===== src/rtl/brl_wback_if.sv =====
// brl_wback_if -- bus bundle between the barrel-shifter stage, the
// write-back buffer and the register file.
//
// Signals:
//   in_valid/in_ready        result handshake from the shifter stage
//   brlq, brl_carry          shift/rotate result and its carry out
//   dstwa                    destination register index (bank bit in [5])
//   flagld                   accepted result updates Z/N/C
//   wr_req/wr_grant          register-file write request / grant
//   wr_addr, wr_data         head entry being written
//   fwd_valid/addr/data      youngest pending entry for operand bypass
//   zflag, nflag, cflag      registered flags
//   flag_set, flag_d         direct flag load, {c,n,z} = flag_d
//   flush                    synchronous discard of pending entries
//
// Modports: master = shifter/register-file side, slave = write-back block.
interface brl_wback_if;
  logic        in_valid;
  logic        in_ready;
  logic [31:0] brlq;
  logic        brl_carry;
  logic [5:0]  dstwa;
  logic        flagld;
  logic        wr_req;
  logic        wr_grant;
  logic [5:0]  wr_addr;
  logic [31:0] wr_data;
  logic        fwd_valid;
  logic [5:0]  fwd_addr;
  logic [31:0] fwd_data;
  logic        zflag;
  logic        nflag;
  logic        cflag;
  logic        flag_set;
  logic [2:0]  flag_d;
  logic        flush;

  modport master (
    output in_valid, brlq, brl_carry, dstwa, flagld, wr_grant,
           flag_set, flag_d, flush,
    input  in_ready, wr_req, wr_addr, wr_data, fwd_valid, fwd_addr,
           fwd_data, zflag, nflag, cflag
  );

  modport slave (
    input  in_valid, brlq, brl_carry, dstwa, flagld, wr_grant,
           flag_set, flag_d, flush,
    output in_ready, wr_req, wr_addr, wr_data, fwd_valid, fwd_addr,
           fwd_data, zflag, nflag, cflag
  );
endinterface


===== src/rtl/brl_wback.sv =====
// brl_wback -- write-back buffer for barrel-shifter results.
//
// Holds up to two {dstwa, brlq} results in a FIFO until the register-file
// write port is granted, forwards the youngest pending result for operand
// bypass, and maintains the Z/N/C flags.
//
// Ports:
//   sys_clk   single clock, rising edge
//   reset     asynchronous, active-high reset
//   bus       brl_wback_if.slave bundle (handshake, write port, bypass,
//             flags, flush)
module brl_wback (
  input  logic        sys_clk,
  input  logic        reset,
  brl_wback_if.slave  bus
);

  logic [1:0]  count_q, count_d;
  logic        wr_ptr_q, wr_ptr_d;
  logic        rd_ptr_q, rd_ptr_d;
  logic [5:0]  addr_q [2];
  logic [31:0] data_q [2];
  logic        z_q, z_d;
  logic        n_q, n_d;
  logic        c_q, c_d;

  logic        in_ready;
  logic        nonempty;
  logic        tail_ptr;
  logic        push;
  logic        pop;

  assign in_ready = ~reset & (count_q < 2'd2);
  assign nonempty = (count_q != 2'd0);
  // Youngest entry sits one slot behind the write pointer.
  assign tail_ptr = ~wr_ptr_q;
  assign push     = bus.in_valid & in_ready & ~bus.flush;
  assign pop      = nonempty & bus.wr_grant & ~bus.flush;

  always_comb begin
    count_d  = count_q;
    wr_ptr_d = wr_ptr_q;
    rd_ptr_d = rd_ptr_q;
    if (bus.flush) begin
      count_d  = 2'd0;
      wr_ptr_d = 1'b0;
      rd_ptr_d = 1'b0;
    end else begin
      if (push) wr_ptr_d = ~wr_ptr_q;
      if (pop)  rd_ptr_d = ~rd_ptr_q;
      case ({push, pop})
        2'b10:   count_d = count_q + 2'd1;
        2'b01:   count_d = count_q - 2'd1;
        default: count_d = count_q;
      endcase
    end
  end

  // Direct flag load beats a flag-updating push; refused or flushed
  // pushes never touch the flags.
  always_comb begin
    z_d = z_q;
    n_d = n_q;
    c_d = c_q;
    if (bus.flag_set) begin
      {c_d, n_d, z_d} = bus.flag_d;
    end else if (push && bus.flagld) begin
      z_d = (bus.brlq == 32'd0);
      n_d = bus.brlq[31];
      c_d = bus.brl_carry;
    end
  end

  always_ff @(posedge sys_clk or posedge reset) begin
    if (reset) begin
      count_q  <= 2'd0;
      wr_ptr_q <= 1'b0;
      rd_ptr_q <= 1'b0;
      z_q      <= 1'b0;
      n_q      <= 1'b0;
      c_q      <= 1'b0;
      for (int i = 0; i < 2; i++) begin
        addr_q[i] <= '0;
        data_q[i] <= '0;
      end
    end else begin
      count_q  <= count_d;
      wr_ptr_q <= wr_ptr_d;
      rd_ptr_q <= rd_ptr_d;
      z_q      <= z_d;
      n_q      <= n_d;
      c_q      <= c_d;
      if (push) begin
        addr_q[wr_ptr_q] <= bus.dstwa;
        data_q[wr_ptr_q] <= bus.brlq;
      end
    end
  end

  assign bus.in_ready  = in_ready;
  assign bus.wr_req    = nonempty;
  assign bus.wr_addr   = nonempty ? addr_q[rd_ptr_q] : 6'd0;
  assign bus.wr_data   = nonempty ? data_q[rd_ptr_q] : 32'd0;
  assign bus.fwd_valid = nonempty;
  assign bus.fwd_addr  = nonempty ? addr_q[tail_ptr] : 6'd0;
  assign bus.fwd_data  = nonempty ? data_q[tail_ptr] : 32'd0;
  assign bus.zflag     = z_q;
  assign bus.nflag     = n_q;
  assign bus.cflag     = c_q;

endmodule


===== src/flat_wrapper.sv =====
// flat-port wrapper written by rule: the top's interface ports become plain ports
module brl_wback_flat 
  (sys_clk, reset, bus_in_valid, bus_brlq, bus_brl_carry, bus_dstwa, bus_flagld, bus_wr_grant, bus_flag_set, bus_flag_d, bus_flush, bus_in_ready, bus_wr_req, bus_wr_addr, bus_wr_data, bus_fwd_valid, bus_fwd_addr, bus_fwd_data, bus_zflag, bus_nflag, bus_cflag);
  brl_wback_if bus_i ();
  input  logic sys_clk;
  input  logic reset;
  input wire logic [$bits(bus_i.in_valid)-1:0] bus_in_valid;
  input wire logic [$bits(bus_i.brlq)-1:0] bus_brlq;
  input wire logic [$bits(bus_i.brl_carry)-1:0] bus_brl_carry;
  input wire logic [$bits(bus_i.dstwa)-1:0] bus_dstwa;
  input wire logic [$bits(bus_i.flagld)-1:0] bus_flagld;
  input wire logic [$bits(bus_i.wr_grant)-1:0] bus_wr_grant;
  input wire logic [$bits(bus_i.flag_set)-1:0] bus_flag_set;
  input wire logic [$bits(bus_i.flag_d)-1:0] bus_flag_d;
  input wire logic [$bits(bus_i.flush)-1:0] bus_flush;
  output wire logic [$bits(bus_i.in_ready)-1:0] bus_in_ready;
  output wire logic [$bits(bus_i.wr_req)-1:0] bus_wr_req;
  output wire logic [$bits(bus_i.wr_addr)-1:0] bus_wr_addr;
  output wire logic [$bits(bus_i.wr_data)-1:0] bus_wr_data;
  output wire logic [$bits(bus_i.fwd_valid)-1:0] bus_fwd_valid;
  output wire logic [$bits(bus_i.fwd_addr)-1:0] bus_fwd_addr;
  output wire logic [$bits(bus_i.fwd_data)-1:0] bus_fwd_data;
  output wire logic [$bits(bus_i.zflag)-1:0] bus_zflag;
  output wire logic [$bits(bus_i.nflag)-1:0] bus_nflag;
  output wire logic [$bits(bus_i.cflag)-1:0] bus_cflag;
  assign bus_i.in_valid = bus_in_valid;
  assign bus_i.brlq = bus_brlq;
  assign bus_i.brl_carry = bus_brl_carry;
  assign bus_i.dstwa = bus_dstwa;
  assign bus_i.flagld = bus_flagld;
  assign bus_i.wr_grant = bus_wr_grant;
  assign bus_i.flag_set = bus_flag_set;
  assign bus_i.flag_d = bus_flag_d;
  assign bus_i.flush = bus_flush;
  assign bus_in_ready = bus_i.in_ready;
  assign bus_wr_req = bus_i.wr_req;
  assign bus_wr_addr = bus_i.wr_addr;
  assign bus_wr_data = bus_i.wr_data;
  assign bus_fwd_valid = bus_i.fwd_valid;
  assign bus_fwd_addr = bus_i.fwd_addr;
  assign bus_fwd_data = bus_i.fwd_data;
  assign bus_zflag = bus_i.zflag;
  assign bus_nflag = bus_i.nflag;
  assign bus_cflag = bus_i.cflag;
  brl_wback u_core (.sys_clk(sys_clk), .reset(reset), .bus(bus_i));
endmodule

===== config.mk =====
export PLATFORM = sky130hd
export DESIGN_NAME = brl_wback_flat
export DESIGN_NICKNAME = d
export VERILOG_FILES = /design/src/rtl/brl_wback_if.sv /design/src/rtl/brl_wback.sv /design/src/flat_wrapper.sv
export SDC_FILE = /design/constraint.sdc
export NUM_CORES = 1
export LEC_CHECK = 0
export ABC_AREA = 1
export CAP_MARGIN = 20
export CORE_MARGIN = 4
export CORE_UTILIZATION = 40
export CTS_CLUSTER_DIAMETER = 100
export DETAILED_ROUTE_END_ITERATION = 6
export PLACE_DENSITY_LB_ADDON = 0.1
export SLEW_MARGIN = 10
export SYNTH_ARGS = -nofsm -noshare
export SYNTH_HDL_FRONTEND = slang
export SYNTH_SLANG_ARGS = --single-unit

===== constraint.sdc =====
create_clock -name sys_clk -period 3 [get_ports sys_clk]
set_input_delay 0.3 -clock sys_clk [delete_from_list [all_inputs] [get_ports sys_clk]]
set_output_delay 0.3 -clock sys_clk [all_outputs]
set_load 0.02 [all_outputs]

Yosys cells after proc, flatten, opt, wreduce, memory -nomap -nowiden

Index checks and enable logic that the tools add are counted.

Bits in registers: 83
Output and inout bits: 82
Word-level logic and storage cells: 73

$add $sub $neg: 2
$lt $le $gt $ge: 5
Equality and inequality tests: 2
Multiplexer cells: 34
Bitwise logic cells: 12
Reduce and logical (&&, ||, !) cells: 8

Operator list:

| kind                                                                 | count |
|---|---|
| 32-bit two-way mux                                                   | 9 |
| 64-bit bitwise mux                                                   | 1 |
| 6-bit two-way mux                                                    | 9 |
| 32-bit demux with 1-bit select                                       | 1 |
| 32-bit zero test                                                     | 1 |
| 12-bit bitwise mux                                                   | 1 |
| 1-bit two-way mux                                                    | 10 |
| 2-bit nonzero test                                                   | 4 |
| 6-bit demux with 1-bit select                                        | 1 |
| 2-bit greater-or-equal comparator, second input constant             | 3 |
| 1-bit inverter with 2-bit output                                     | 3 |
| 1-bit AND                                                            | 5 |
| 1-bit inverter                                                       | 4 |
| 2-bit one-hot mux with 2 select lines                                | 1 |
| 3-bit nonzero test                                                   | 1 |
| 2-bit by 1-bit adder with 2-bit output, second input constant        | 1 |
| 2-bit by 1-bit == test with 1-bit output, second input constant      | 1 |
| 2-bit == test, second input constant                                 | 1 |
| 1-bit logical AND                                                    | 2 |
| 2-bit by 1-bit < comparator with 1-bit output, second input constant | 1 |
| 2-bit < comparator, second input constant                            | 1 |
| 2-bit two-way mux                                                    | 1 |
| 2-bit by 1-bit subtractor with 2-bit output, second input constant   | 1 |

Longest topological paths before layout

Gate-level depths: netlist of the first run.

Depth after elaboration: 7
Depth in mapped cells: 8
Depth with buffers taken out: 8

Worst setup path before layout of the first run

OpenSTA, ideal clock, no wires.

Kind: flip-flop to output port
From: register u_core.count_q[1]
To: output port bus_wr_addr[0]
Arrival: 1411 ps
Setup slack: 1289 ps
Stages on the path, launching flop included: 7
Path through: dfrtp_1 -> inv_2 -> nand2_2 -> buf_2 -> buf_2 -> o21ai_0 -> a21oi_1

Cells in the longest elaborated chain, start to end: 2

Ends and longest elaborated chain:

| what                     | RTL line           | RTL |
|---|---|---|
| start: declaration       | brl_wback.sv:18    | `logic [1:0] count_q, count_d;` |
| start signal: assignment | brl_wback.sv:87    | `count_q <= count_d;` |
| 2-bit nonzero test       | brl_wback.sv:34    | `assign nonempty = (count_q != 2'd0);` |
| via bus_fwd_valid        | flat_wrapper.sv:20 | `output wire logic [$bits(bus_i.fwd_valid)-1:0] bus_fwd_valid;` |
| 6-bit two-way mux        | brl_wback.sv:102   | `assign bus.wr_addr = nonempty ? addr_q[rd_ptr_q] : 6'd0;` |
| end: declaration         | flat_wrapper.sv:18 | `output wire logic [$bits(bus_i.wr_addr)-1:0] bus_wr_addr;` |

The timed path passes the listed nets, and every way through them passes these cells.

Worst setup path after layout of the first run

From: register u_core.rd_ptr_q
To: output port bus_wr_data[7]

Cells in the longest elaborated chain, start to end: 5

Ends and longest elaborated chain:

| what                                                   | RTL line           | RTL |
|---|---|---|
| start: declaration                                     | brl_wback.sv:20    | `logic rd_ptr_q, rd_ptr_d;` |
| start signal: assignment                               | brl_wback.sv:89    | `rd_ptr_q <= rd_ptr_d;` |
| 1-bit inverter with 2-bit output (implied by the code) | brl_wback.sv:103   | `assign bus.wr_data = nonempty ? data_q[rd_ptr_q] : 32'd0;` |
| 32-bit two-way mux (implied by the code) (3 in series) | brl_wback.sv:103   |  |
| 32-bit two-way mux                                     | brl_wback.sv:103   |  |
| end: declaration                                       | flat_wrapper.sv:19 | `output wire logic [$bits(bus_i.wr_data)-1:0] bus_wr_data;` |

Every way passes these cells. The select of a mux whose other input is x is not followed.

==> metrics.md, run 1 <==
| Metric | Value |
|---|---|
| Run status | completed |
| Slew Limit Fails | 0 |
| Ys async rst share | 100% |
| Dpl ws | 0.718 ns |
| Setup tns final | 0 ns |
| Worst path required time | 2.70 ns |
| #FFs+latches synth | 83 |
| IO buf count | 130 |
| Crit path DAT | 2.33 ns |
| DIE AREA | 13000 um^2 |
| Die height | 114 um |
| Post-CTS Hold Fix Bufs | 0 |
| Cell count after synthesis | 584 |
| Worst slew margin | 52.5% |
| Dpl hpwl | 8490 um |
| Total core area | 10900 um^2 |
| Critical path type | reg2out |
| RSZ-0062 raised after global routing | no |
| PostCTS Resize Cnt | 0 |
| Htree depth | 3 |
| Max-cap viol count | 0 |
| Width of the chip | 114 um |
| Top-count cell post-synth | nand2_1 |
| Largest net degree at the start of global routing | 53 |
| Final setup fails | 0 |
| Register area share after synthesis | 46.2% |
| Final Critical Period | 2.63 ns |
| CTS buffer count | 9 |
| Final WS setup | 0.374 ns |
| Post-CTS setup buffer count | 0 |
| WL/cell | 14.8 um |
| Routed vias | 4283 |
| Antenna-violating nets left | 0 |
| Met1 global-route usage | 26.1% |
| Crit path from | u_core.rd_ptr_q |
| Layout cells sized above 1 | 9.34% |
| Clock tree sinks | 83 |
| GR Util met2 | 31.1% |
| Inserted Diodes | 0 |
| Worst reg2reg path depth | 6 |
| Clock transition at path regs | 0.06 ns |
| 1st-iter DRT viols | 297 |
| Setup crit end | bus_wr_data[7] |
| Startpoint types | register |
| FF-to-FF Start | u_core.wr_ptr_q |
| Main flop type after synthesis | dfrtp_1 |
| CTS tree | yes |
| Hold Slack | 0.488 ns |
| Initial Utilization | 41.1% |
| Initial antenna violation count | 0 |
| Synth Warn # | 0 |
| Rows | 38 |
| Synth top area cells | dfrtp_1 46%, nand2_1 11%, o21ai_0 9.2% |
| I/O pin total | 131 |
| Post-synth top cells | 129 x nand2_1, 83 x dfrtp_1, 83 x o21ai_0, 78 x a21oi_1, 53 x inv_1 |
| Hold crit path type | in2async |
| Global Route Usage Sum | 19.1% |
| P_leak | 0.00273 uW |
| Clk Latency, worst-skew pair | 0.32 ns |
| Post-synth net total | 633 |
| Nets@finish | 740 |
| Synth Area per Inst | 7.70 um^2 |
| First-pass GRT wire length | 20400 um |
| Synth-to-Final Area Change | 36.1% |
| Finished Core Util | 56.0% |
| Peak VDD IR | 0.524 mV |
| Final hold vios | 0 |
| Cell variety after synth | 22 |
| GRT busiest layer | met2 |
| DRT Wirelength | 12400 um |
| Post-synth EDFFs | 0 |
| Max frequency | 381 MHz |
| Grt ovf | 0 |
| Fillers | 1051 |
| Clock buffer depth | 2 |
| Worst setup EP type | primary output |
| DRT Pass-1 Iters | 7 |
| Vias per cell | 5.12 |
| Power density cells | 1110 nW/um^2 |
| Period utilization | 87.5% |
| Post-synth top area share | 46.2% |
| Reg2reg setup slack | 0.89 ns |
| RD Place Congestion | 0.803 |
| Synth area leader | dfrtp_1 |
| Area of the mapped netlist | 4500 um^2 |
| R2r endpoint | u_core.data_q[1] |
| Number of global-route vias before repair | 4169 |
| Drc violations | 0 |
| Worst clock skew | 0.00690 ns |
| Met3 Resource Use GR | 4.14% |
| Worst slew pin tran | 0.712 ns |
| CTS Root Cell | clkbuf_16 |
| Crit Path Max Fanout | 44 |
## worst max-delay path, cell delays in order (launching register included)
cell and delay (ns):
dfrtp_2 0.75, buf_12 0.29, o21ai_0 0.12, a21oi_1 0.20
clkdlybuf4s50_1 0.64
## final cells by class
class	count	area, um^2	share of cell area, %
Sequential cell	83	2080	34.0
Multi-Input combinational cell	403	1980	32.4
Timing Repair Buffer	140	1410	23.1
Clock buffer	11	233	3.80
Inverter	54	205	3.35
Tap cell	140	175	2.86
Clock inverter	5	30.0	0.491
## routing by layer
metal | share of wire, % | wire (um) | up-vias
li1 | - | - | 2141
met1 | 47 | 5790 | 2032
met2 | 47 | 5800 | 103
met3 | 5.5 | 674 | 7
met4 | 0.77 | 95 | 0
met5 | 0 | 0 | -
## logic make-up (layout without fill, tap and decap cells)
logic type | count (synthesis) | count (layout) | share of synthesized area [%]
compound gates | 201 | 201 | 24.9
simple gates | 201 | 201 | 19.1
buf+inv | 98 | 210 | 9.68
flops | 83 | 83 | 46.2
xor+xnor | 1 | 1 | 0.195
## worst min path at each step
stage | cells after the start | end | slack, ns
detailed placement | 2 | u_core.data_q[58] | 0.48
global route | 2 | u_core.addr_q[7] | 0.52
finish | 2 | u_core.data_q[12] | 0.49
floorplan | 1 | u_core.rd_ptr_q | 0.37
CTS | 2 | u_core.data_q[58] | 0.49
global placement | 2 | u_core.data_q[33] | 0.47
## cell usage in the layout (no fill, tap or decap), drive strengths merged
cell type	count
a21oi	78
buf	10
clkbuf	11
clkdlybuf4s50	130
clkinv	5
clkinvlp	2
dfrtp	83
inv	52
nand2	132
nand3	38
nand4	5
nor2	24
nor3	1
o21ai	123
or2	1
xnor2	1
## registers in the layout, indices dropped and copies added (netlist names)
register / cells
u_core.addr_q: 12
u_core.wr_ptr_q: 1
u_core.rd_ptr_q: 1
u_core.count_q: 2
u_core.bus.cflag: 1
u_core.bus.nflag: 1
u_core.data_q: 64
u_core.bus.zflag: 1
## power by group
part	internal, uW	total [uW]	leakage [uW]	switching, uW
clock network	557	983	0.000125	427
logic	1690	3860	0.00161	2170
registers	1630	1950	0.000991	314
total	3880	6790	0.00273	2910
## metrics by stage
step	instances	area [um^2]	power, uW
4_1_cts	836	6120	6850
3_5_place_dp	820	5860	5840
3_3_place_gp	820	5860	5760
6_report	836	6120	6790
5_1_grt	836	6120	7300
2_1_floorplan	584	4500	4190
No activity file was read; power rests on OpenSTA's default activity.
==> inputs of run 2 (changes only) <==
--- a/config.mk
+++ b/config.mk
@@ -12,7 +12,7 @@
 export CTS_CLUSTER_DIAMETER = 100
 export DETAILED_ROUTE_END_ITERATION = 6
 export PLACE_DENSITY_LB_ADDON = 0.1
-export SLEW_MARGIN = 10
+export SLEW_MARGIN = 25
 export SYNTH_ARGS = -nofsm -noshare
 export SYNTH_HDL_FRONTEND = slang
 export SYNTH_SLANG_ARGS = --single-unit
==> results of run 2 <==
No change in the layout: final DEF, timing and power equal those of run 1.
